<file path="src/rtl/rr_arb_mux.sv">
// rr_arb_mux
// ----------
// Registered N-to-1 data multiplexer with round-robin arbitration and
// valid/ready handshaking on every channel. Several producers contend for a
// single consumer; one beat per cycle is moved from the granted producer into
// a single output register, and the search for the next producer starts just
// past the channel that was served last, so every persistent requester is
// served within NUM_IN accepted beats.
//
// Parameters
//   WIDTH   data width of each channel in bits
//   NUM_IN  number of input channels (2..16, any value in that range)
//   SEL_W   width of the source index, derived from NUM_IN (leave as is)
//
// Ports
//   clk        single clock, all state updates on the rising edge
//   rst        synchronous active-high reset
//   in_data    packed channel data, channel i at [i*WIDTH +: WIDTH]
//   in_valid   per-channel "beat available"
//   in_ready   per-channel "beat accepted this cycle" (at most one high)
//   out_data   registered selected beat
//   out_valid  out_data holds a beat the consumer has not taken yet
//   out_ready  consumer takes the beat this cycle
//   out_src    index of the channel that produced out_data

module rr_arb_mux #(
  parameter int WIDTH  = 32,
  parameter int NUM_IN = 4,
  parameter int SEL_W  = $clog2(NUM_IN)
) (
  input  logic                    clk,
  input  logic                    rst,
  input  logic [NUM_IN*WIDTH-1:0] in_data,
  input  logic [NUM_IN-1:0]       in_valid,
  output logic [NUM_IN-1:0]       in_ready,
  output logic [WIDTH-1:0]        out_data,
  output logic                    out_valid,
  input  logic                    out_ready,
  output logic [SEL_W-1:0]        out_src
);

  // Architectural state: the output register and the round-robin pointer.
  logic [WIDTH-1:0]  r_outData;
  logic [SEL_W-1:0]  r_outSrc;
  logic              r_outValid;
  logic [SEL_W-1:0]  r_ptr;

  // Arbitration results.
  logic              w_loadEn;
  logic              w_grantAny;
  logic [SEL_W-1:0]  w_grantIdx;
  logic [NUM_IN-1:0] w_grantVec;
  logic [WIDTH-1:0]  w_selData;
  logic              w_inXfer;
  logic [SEL_W-1:0]  w_nextPtr;
  int                w_scanIdx;

  // The output register can take a new beat when it is empty or when its
  // current beat is leaving in this same cycle (full throughput).
  assign w_loadEn = !r_outValid || out_ready;

  // Rotating priority search: visit ptr, ptr+1, ..., NUM_IN-1, 0, ..., ptr-1
  // and grant the first requester found. The index is wrapped explicitly so
  // non-power-of-two channel counts never produce an out-of-range grant.
  always_comb begin
    w_grantAny = 1'b0;
    w_grantIdx = '0;
    w_grantVec = '0;
    w_scanIdx  = 0;
    for (int k = 0; k < NUM_IN; k++) begin
      w_scanIdx = int'(r_ptr) + k;
      if (w_scanIdx >= NUM_IN) begin
        w_scanIdx = w_scanIdx - NUM_IN;
      end
      if (!w_grantAny && in_valid[w_scanIdx]) begin
        w_grantAny            = 1'b1;
        w_grantIdx            = SEL_W'(w_scanIdx);
        w_grantVec[w_scanIdx] = 1'b1;
      end
    end
  end

  // One-hot AND-OR data select driven by the grant vector; in_ready never
  // looks at the data, only this path does.
  always_comb begin
    w_selData = '0;
    for (int i = 0; i < NUM_IN; i++) begin
      if (w_grantVec[i]) begin
        w_selData = in_data[i*WIDTH +: WIDTH];
      end
    end
  end

  // Ready is suppressed during reset so a handshake presented while reset is
  // held is never considered accepted by the producer.
  assign in_ready = (w_loadEn && !rst) ? w_grantVec : '0;
  assign w_inXfer = w_loadEn && w_grantAny && !rst;

  // Next pointer sits just past the served channel, wrapping at NUM_IN-1.
  assign w_nextPtr = (w_grantIdx == SEL_W'(NUM_IN - 1)) ? '0 : w_grantIdx + 1'b1;

  // Output register and pointer update. A new beat overrides a drain in the
  // same cycle; a drain alone only clears valid and keeps data/src visible.
  // The pointer moves only when a beat is actually accepted.
  always_ff @(posedge clk) begin
    if (rst) begin
      r_outData  <= '0;
      r_outSrc   <= '0;
      r_outValid <= 1'b0;
      r_ptr      <= '0;
    end else if (w_inXfer) begin
      r_outData  <= w_selData;
      r_outSrc   <= w_grantIdx;
      r_outValid <= 1'b1;
      r_ptr      <= w_nextPtr;
    end else if (r_outValid && out_ready) begin
      r_outValid <= 1'b0;
    end
  end

  assign out_data  = r_outData;
  assign out_src   = r_outSrc;
  assign out_valid = r_outValid;

endmodule

</file>
<file path="config.mk">
export PLATFORM = sky130hd
export DESIGN_NAME = rr_arb_mux
export DESIGN_NICKNAME = d
export VERILOG_FILES = /design/src/rtl/rr_arb_mux.sv
export SDC_FILE = /design/constraint.sdc
export NUM_CORES = 1
export LEC_CHECK = 0
export ABC_CLOCK_PERIOD_IN_PS = 5050
export BUFFER_PORTS_ARGS = -buffer_cell sky130_fd_sc_hd__buf_2
export CAP_MARGIN = 5
export CORE_MARGIN = 3
export CORE_UTILIZATION = 48
export DETAILED_ROUTE_END_ITERATION = 16
export GPL_ROUTABILITY_DRIVEN = 0
export HOLD_SLACK_MARGIN = 0.06
export PLACE_DENSITY = 0.86
export SYNTH_ARGS = -nofsm -noshare
export SYNTH_HDL_FRONTEND = slang
export SYNTH_SLANG_ARGS = --single-unit
</file>
<file path="constraint.sdc">
create_clock -name clk -period 5.05 [get_ports clk]
set_input_delay 0.2525 -clock clk [delete_from_list [all_inputs] [get_ports clk]]
set_output_delay 0.2525 -clock clk [all_outputs]
set_load 0.02 [all_outputs]
</file>
# ---- After elaboration in Yosys (flattened, before gate mapping)
# Index checks and enable logic that the tools add are counted.
dict set report classes {
  eq_ne 1
  reduce_logical 18
  mux 44
  bitwise_logic 3
  magnitude_cmp 12
  addsub 8
}
# op count
set ops {}
lappend ops {{$mux W32} 8}
lappend ops {{$ge A32 B1 Y1 const B} 4}
lappend ops {{$lt A32 B4 Y1 const B} 4}
lappend ops {{$mux W4} 5}
lappend ops {{$mux W1} 18}
lappend ops {{$or A4 B4 Y4} 3}
lappend ops {{$sub A3 B3 Y4 const B} 3}
lappend ops {{$logic_and A1 B1 Y1} 11}
lappend ops {{$mux W2} 5}
lappend ops {{$ge A3 B3 Y1 const B} 3}
lappend ops {{$bmux W1 S2} 4}
lappend ops {{$demux W1 S2} 4}
lappend ops {{$add A2 B2 Y3 const B} 2}
lappend ops {{$logic_not A1 Y1} 5}
lappend ops {{$sub A2 B3 Y4 const B} 1}
lappend ops {{$add A2 B1 Y3 const B} 1}
lappend ops {{$ge A2 B3 Y1 const B} 1}
lappend ops {{$add A2 B1 Y2 const B} 1}
lappend ops {{$eq A2 B2 Y1 const B} 1}
lappend ops {{$reduce_bool A2 Y1} 1}
lappend ops {{$logic_or A1 B1 Y1} 1}
dict set report word_totals {
  input_bits 135
  elab_cells 90
  regBits 37
  out_inout_bits 39
}

# ---- Longest topological paths before layout
# Gate-level depths: netlist (run 1).
dict set report depth {
  ltp_word 19
  mapped_depth 13
  depth_no_buf 8
}

# ---- Worst setup path after synthesis (run 1)
# OpenSTA, ideal clock, no wires.
dict set report synth_timing {
  kind {reg2reg}
  start {register r_ptr[1]}
  end {register r_outData[10] (netlist: out_data[10])}
  setup_ps 74
  path_buffers 4
  required_time_ps 4976
  synth_period_minus_slack_ps 3183
  arrival_time_ps 3109
  stages_incl_launch_ff 13
  setup_slack_ps 1867
  cell_sequence {dfxtp_1 clkbuf_1 inv_1 ha_1 buf_6 or3b_4 a2111oi_4 o21ai_1 a21oi_2 buf_2 clkbuf_1 a22oi_1 a31oi_1}
}
dict set report synth_between {
  elab_chain_cells 19
  elab_cells_between_ends 70
  cone_classes {add/sub: 7; order compare: 12; mux: 36; bitwise: 3; reduce/logical: 12}
}
# element line
set synth_lines {}
lappend synth_lines {{from (decl)} 46} ;# logic [SEL_W-1:0] r_ptr;
lappend synth_lines {{from (signal assigned)} 115} ;# r_ptr <= w_nextPtr;
lappend synth_lines {{parallel branches: the longest is 19 deep, another holds $ge A32 B1 Y1} --}
lappend synth_lines {{to (signal assigned)} 112} ;# r_outData <= w_selData;
lappend synth_lines {{to (decl)} 43} ;# logic [WIDTH-1:0] r_outData;
# Parallel ways; which one is timed is not known. The select of a mux whose other input is x is not followed.
# A chain may end at the register's enable or synchronous reset.

==> metrics.txt, run 1 <==
Tot GR Track Use 28.5%; initial core utilization 50.3%; post-CTS sizing 0; Syn Nets 514; synth unique cells 47; mean post-synth cell area 8.13 µm²; via count 3,928; Layout Utilization 65.6%; Critical Path RT 5270 ps; overall die height 85.5 µm; gr ovfl total 0; synth warn 0; FF-to-FF End out_data[28]$_SDFFE_PP0P_; clk buf depth 2; grt peak-use layer met2; ANT nets after route 0; clock buffer count from CTS 5; number of fill cells 535; leading cell type by number of instances after synthesis a21oi_1; cts hold-fix bufs 0; vias in the first global route 3,606; Routed WL per cell 18.6 µm; Synth area leaders dfxtp_1, a222oi_1, a22oi_1, o21bai_1, a21oi_1; Syn Inst Count 373; Final Slew Violations 0; Slew @ Worst Pin 951 ps; final setup fails 0; CTS Sinks 37; CP Launch Type register; first-pass GRT wire length 17,100 µm; synthesized flop and latch total 37; count of input and output buffers 173; Fin. Hold Viols 0; DRC Markers 0; Yosys top cell area share 24.4%; Post-Synthesis Cell Area 0.00303 mm²; WS Path Type register to register; Worst-path clk slew 80 ps; core box area 0.00603 mm²; Rel. slew slack 36.6%; Min-Delay Endpoint out_src[1]$_SDFFE_PP0P_; die area 0.00731 mm²; Overall Power 2.43 mW; skew final 3.54 ps; EDFF count, synth 0; grt met1 use 36.0%; ys flop type dfxtp_1; hold path cells 2; Post-Place Cells 586; CTS tree done; hpwl dp 7820 µm; first drt pass iteration count 9; Root Driver clkbuf_8; worst hold path type primary input to register; layout cells sized above 1 39.8%; post-layout min period 3840 ps; RSZ-0062 raised after global routing no; total negative slack 0 ps; Setup Buffers After CTS 0; Clock Latency Late Sink 300 ps; Power per Cell Area 615 mW/mm²; maximum number of pins on one net before global-route repair 49; Synth async-reset ratio 0%; antenna violations before repair 0; status finished clean; Worst Hold Launch rst; M3 GR Usage 5.76%; Worst Path Max Fanout 23; Crit. End Element register; post-layout net count 659; peak supply drop 323 µV; most frequent cells after synthesis a21oi_1, dfxtp_1, o21ai_0; Area Overhead vs Synth 30.2%; post-route clock period utilization 76.1%; Vias/cell 6.62; number of max-cap violations 0; Peak Freq 260 MHz; R2R setup slack 1210 ps; Worst EP arrival 4070 ps; # rows 28; cell taking the most area after synthesis dfxtp_1; # H-tree levels 2; IO Pins 174; diode count 0; Non-Filler Instances 593; grt met2 use 49.4%; Die W 85.5 µm; sequential area share after synthesis 24.4%; Post-Route WL 11,000 µm; DR iter-0 viols 454; Worst Reg-to-Reg Cells 10; Leak Pwr 1.74 nW
layer usage:
metal  up-vias  part of all wire, %
li1       1795                    -
met1      1824                   38
met2       283                   49
met3        26                   11
met4         0                  1.9
met5         -                    0
area by class of cell:
| cell class | instances | area [µm²] | share of cell area (%) |
|---|---|---|---|
| clock buffer | 6 | 82.6 | 2.09 |
| clock inverter | 1 | 7.51 | 0.190 |
| timing repair buffer | 184 | 961 | 24.3 |
| inverter | 7 | 26.3 | 0.665 |
| tap | 75 | 93.8 | 2.38 |
| multi-input combinational | 283 | 2040 | 51.6 |
| sequential | 37 | 741 | 18.8 |
placed cells by master (no fill, tap or decap), types with 2 or more instances in the layout:
| cell type | instances |
|---|---|
| clkbuf_8 | 6 |
| nand2_1 | 10 |
| nand2b_1 | 3 |
| a21oi_4 | 2 |
| mux4_2 | 3 |
| inv_1 | 6 |
| o21ai_1 | 4 |
| and3b_1 | 2 |
| o21bai_1 | 32 |
| nor2_1 | 10 |
| a222oi_1 | 32 |
| a21o_1 | 2 |
| dfxtp_1 | 37 |
| buf_4 | 10 |
| a22oi_1 | 32 |
| nand3_1 | 2 |
| a21oi_1 | 41 |
| mux2_2 | 2 |
| a221oi_1 | 2 |
| o22ai_1 | 2 |
| buf_2 | 173 |
| ha_1 | 6 |
| nor2b_1 | 5 |
| a31oi_1 | 32 |
| o21ai_0 | 35 |
| or2_1 | 3 |
| nor3b_1 | 2 |
power by group:
part / switching (mW) / internal, mW
Combinational: 1.07 / 0.664
Sequential: 0.0791 / 0.397
Clock: 0.113 / 0.108
sequential cells by signal (all words and copies together), names as in the netlist, named ones only:
register / cells
out_data: 32
out_src: 2
out_valid: 1
r_ptr: 1
per-stage QoR:
stage / area [µm²] / setup slack (ps) / hold slack, ps
after global routing: 3950 / 975 / 234
final: 3950 / 1210 / 230
after global placement: 3860 / 1440 / 451
after detailed placement: 3860 / 1300 / 458
after CTS: 3950 / 1270 / 222
after floorplan: 3030 / 1870 / 433
worst max path at each step:
stage                     slack, ps                   from                         to
final                          1210               register  out_data[28]$_SDFFE_PP0P_
after global routing            980  r_ptr[1]$_SDFFE_PP0P_  out_data[28]$_SDFFE_PP0P_
after CTS                      1270  r_ptr[1]$_SDFFE_PP0P_  out_data[28]$_SDFFE_PP0P_
after detailed placement       1300  r_ptr[1]$_SDFFE_PP0P_  out_data[28]$_SDFFE_PP0P_
after global placement         1440               register   out_data[4]$_SDFFE_PP0P_
after floorplan                1870  r_ptr[1]$_SDFFE_PP0P_  out_data[10]$_SDFFE_PP0P_
critical path, cell delays in order, from the launching register on:
cell and delay [ps]:
dfxtp_1 310, buf_4 220, inv_1 180, ha_1 460, or3b_4 450, a2111oi_4 460, o21ai_1 220, a221oi_4 840
buf_4 300, o21ai_0 120, a31oi_1 210
kinds of logic (layout without fill, tap and decap cells):
group                      Yosys count  count (layout)  synth area share, %
muxes                                6               6                 3.30
AOI/OAI and AO/OA                  227             227                 52.4
adders and majority gates            6               6                 2.48
and+or+nand+nor                     44              44                 7.92
DFF                                 37              37                 24.4
buffers and inverters               53             198                 9.49
Power figures use the tool's default switching activity.
==> inputs of run 2 (changes only) <==
==> config.mk (replaced) <==
export PLATFORM = sky130hd
export DESIGN_NAME = rr_arb_mux
export DESIGN_NICKNAME = d
export VERILOG_FILES = /design/src/rtl/rr_arb_mux.sv
export SDC_FILE = /design/constraint.sdc
export NUM_CORES = 1
export LEC_CHECK = 0
export ABC_AREA = 1
export ABC_CLOCK_PERIOD_IN_PS = 3400
export BUFFER_PORTS_ARGS = -buffer_cell sky130_fd_sc_hd__buf_2
export CAP_MARGIN = 5
export CORE_MARGIN = 3
export CORE_UTILIZATION = 40
export DETAILED_ROUTE_END_ITERATION = 16
export GPL_ROUTABILITY_DRIVEN = 0
export HOLD_SLACK_MARGIN = 0.06
export PLACE_DENSITY = 0.78
export SYNTH_ARGS = -nofsm -noshare
export SYNTH_HDL_FRONTEND = slang
export SYNTH_SLANG_ARGS = --single-unit
==> constraint.sdc (replaced) <==
create_clock -name clk -period 3.4 [get_ports clk]
set_input_delay 0.17 -clock clk [delete_from_list [all_inputs] [get_ports clk]]
set_output_delay 0.17 -clock clk [all_outputs]
set_load 0.02 [all_outputs]
==> run 2 against run 1 <==
Global-route usage is 6.5 points lower. Clock power is 26% higher. Die area is 14% higher. Via count is 7.9% lower. Largest cell class unchanged. Highest routed layer unchanged.
==> metrics.txt, run 2 <==
Setup Buffers After CTS 0; ys flop type dfxtp_1; synthesized flop and latch total 37; EDFF count, synth 0; commonest non-fill, non-tap cell in the layout buf_2; Rel. slew slack 35.5%; cts hold-fix bufs 0; RSZ-0062 raised after global routing no; # H-tree levels 2; flip-flop count of the largest register after layout 32; first-pass GRT wire length 15,400 µm; final setup fails 0; initial core utilization 42.1%; Critical Path RT 3560 ps; Slew @ Worst Pin 961 ps; ANT nets after route 0; status finished clean; Worst Path Max Fanout 38; Int Power 1.91 mW; maximum number of pins on one net before global-route repair 43; number of fill cells 728; first drt pass iteration count 4; hpwl dp 7030 µm; layout cells sized above 1 33.8%; Die W 91.3 µm; Logic pwr share 75.8%; mean post-synth cell area 6.30 µm²; Syn Inst Count 462; IO Pins 174; antenna violations before repair 0; total negative slack 0 ps; number of max-cap violations 0; gr ovfl total 0; Clock Latency Late Sink 280 ps; clock buffer count from CTS 5; PnR worst setup slack 365 ps; overall die height 91.3 µm; Vias/cell 5.10; worst hold path type primary input to register; Synth area leaders a21oi_1, dfxtp_1, nand2_1, nand3_1, inv_1; # rows 30; WS Path Type register to register; peak supply drop 699 µV; most frequent cells in the layout buf_2, a21oi_1, nand2_1, inv_1, dfxtp_1; power share of the clock group 6.3%; core box area 0.00691 mm²; Routed WL per cell 13.6 µm; Post-Synthesis Cell Area 0.00291 mm²; CP Launch Type register; post-layout net count 755; DRC Markers 0; CTS Sinks 37; post-route clock period utilization 89.3%; die area 0.00833 mm²; Crit. End Element register; Tot GR Track Use 22.0%; Yosys top cell area share 27.7%; clk buf depth 2; Switching Share 56.9%; sequential area share after synthesis 25.5%; P_sw 2.51 mW; Final Slew Violations 0; Peak Freq 329 MHz; cell taking the most area after synthesis a21oi_1; R2R setup slack 360 ps; leading cell type by number of instances after synthesis a21oi_1; Area Overhead vs Synth 30.5%; synth unique cells 32; Root Driver clkbuf_8; Syn Nets 603; Leak Pwr 2.09 nW; CTS tree done; post-CTS sizing 0; skew final 9.62 ps; Power per Cell Area 1160 mW/mm²; Worst EP arrival 3200 ps; DR iter-0 viols 137; Synth async-reset ratio 0%; pre-CTS setup slack 460 ps; Worst-path clk slew 80 ps; Seq pwr share 17.9%; synth warn 0; most frequent cells after synthesis a21oi_1, nand2_1, inv_1; count of input and output buffers 173; diode count 0; Post-Route WL 9660 µm; vias in the first global route 3,410; post-layout min period 3040 ps; via count 3,617; Fin. Hold Viols 0
## run 2: cell count changes in the layout (fill, tap and decap cells not counted), moves of 32 or more
cell      previous run  this run
a21oi_1             41       161
a222oi_1            32         0
a22oi_1             32         0
a31oi_1             32         0
inv_1                6        42
nand2_1             10        98
nand3_1              2        36
o21bai_1            32         0
## run 2: through the flow
stage	util [%]	cell area, µm²	hold WS [ps]	instances	total power, mW
global route	55.0	3800	96.6	709	4.89
detailed placement	53.8	3720	400	703	4.12
floorplan	-	2910	239	462	3.53
global placement	53.8	3720	407	703	4.04
CTS	54.9	3790	96.6	709	4.43
finish	55.0	3800	106	709	4.42
## run 2: metal layers
metal	global-route usage (%)	vias to the layer above	share of wire, %
met4	4.27	0	0.65
met5	0	-	0
met2	40.8	136	49
li1	-	1852	-
met3	5.72	6	7.8
met1	25.3	1623	42
## run 2: logic make-up after synthesis
logic type | share of synthesized area, %
AOI/OAI and AO/OA | 30.6
DFF | 25.5
buffers and inverters | 14.3
adders and majority gates | 2.58
and+or+nand+nor | 27.1
## run 2: final timing paths
check,depth (start not counted),startpoint,end
max,13,register,out_data[19]$_SDFFE_PP0P_
max reg2reg,13,register,out_data[19]$_SDFFE_PP0P_
min,2,rst,out_src[0]$_SDFFE_PP0P_
min reg2reg,2,out_src[0]$_SDFFE_PP0P_,out_src[0]$_SDFFE_PP0P_
## run 2: final cells by class
class | count | area [µm²] | area share [%]
clock buffers | 5 | 68.8 | 1.81
well taps | 96 | 120 | 3.16
repair buffers | 178 | 916 | 24.1
flip-flops and latches | 37 | 741 | 19.5
inverters | 48 | 185 | 4.88
clock inverters | 1 | 5.00 | 0.132
multi-input cells | 344 | 1760 | 46.4
## run 2: critical path, stage by stage (launching register included)
cell,delay [ps]
dfxtp_1,610
inv_4,110
ha_1,370
inv_1,130
nand3_1,100
nand2_2,100
nor2_2,90
a21boi_2,140
nand3_2,500
buf_12,390
a21oi_1,130
nand2_1,60
nand2_1,80
a21oi_1,60
## run 2: power groups by stage
stage | Combinational (mW) | Clock, mW | Sequential [mW]
after floorplan | 2.51 | 0 | 1.01
after global placement | 3.25 | 0 | 0.792
after detailed placement | 3.33 | 0 | 0.795
after CTS | 3.35 | 0.294 | 0.787
after global routing | 3.77 | 0.310 | 0.810
final | 3.35 | 0.278 | 0.791
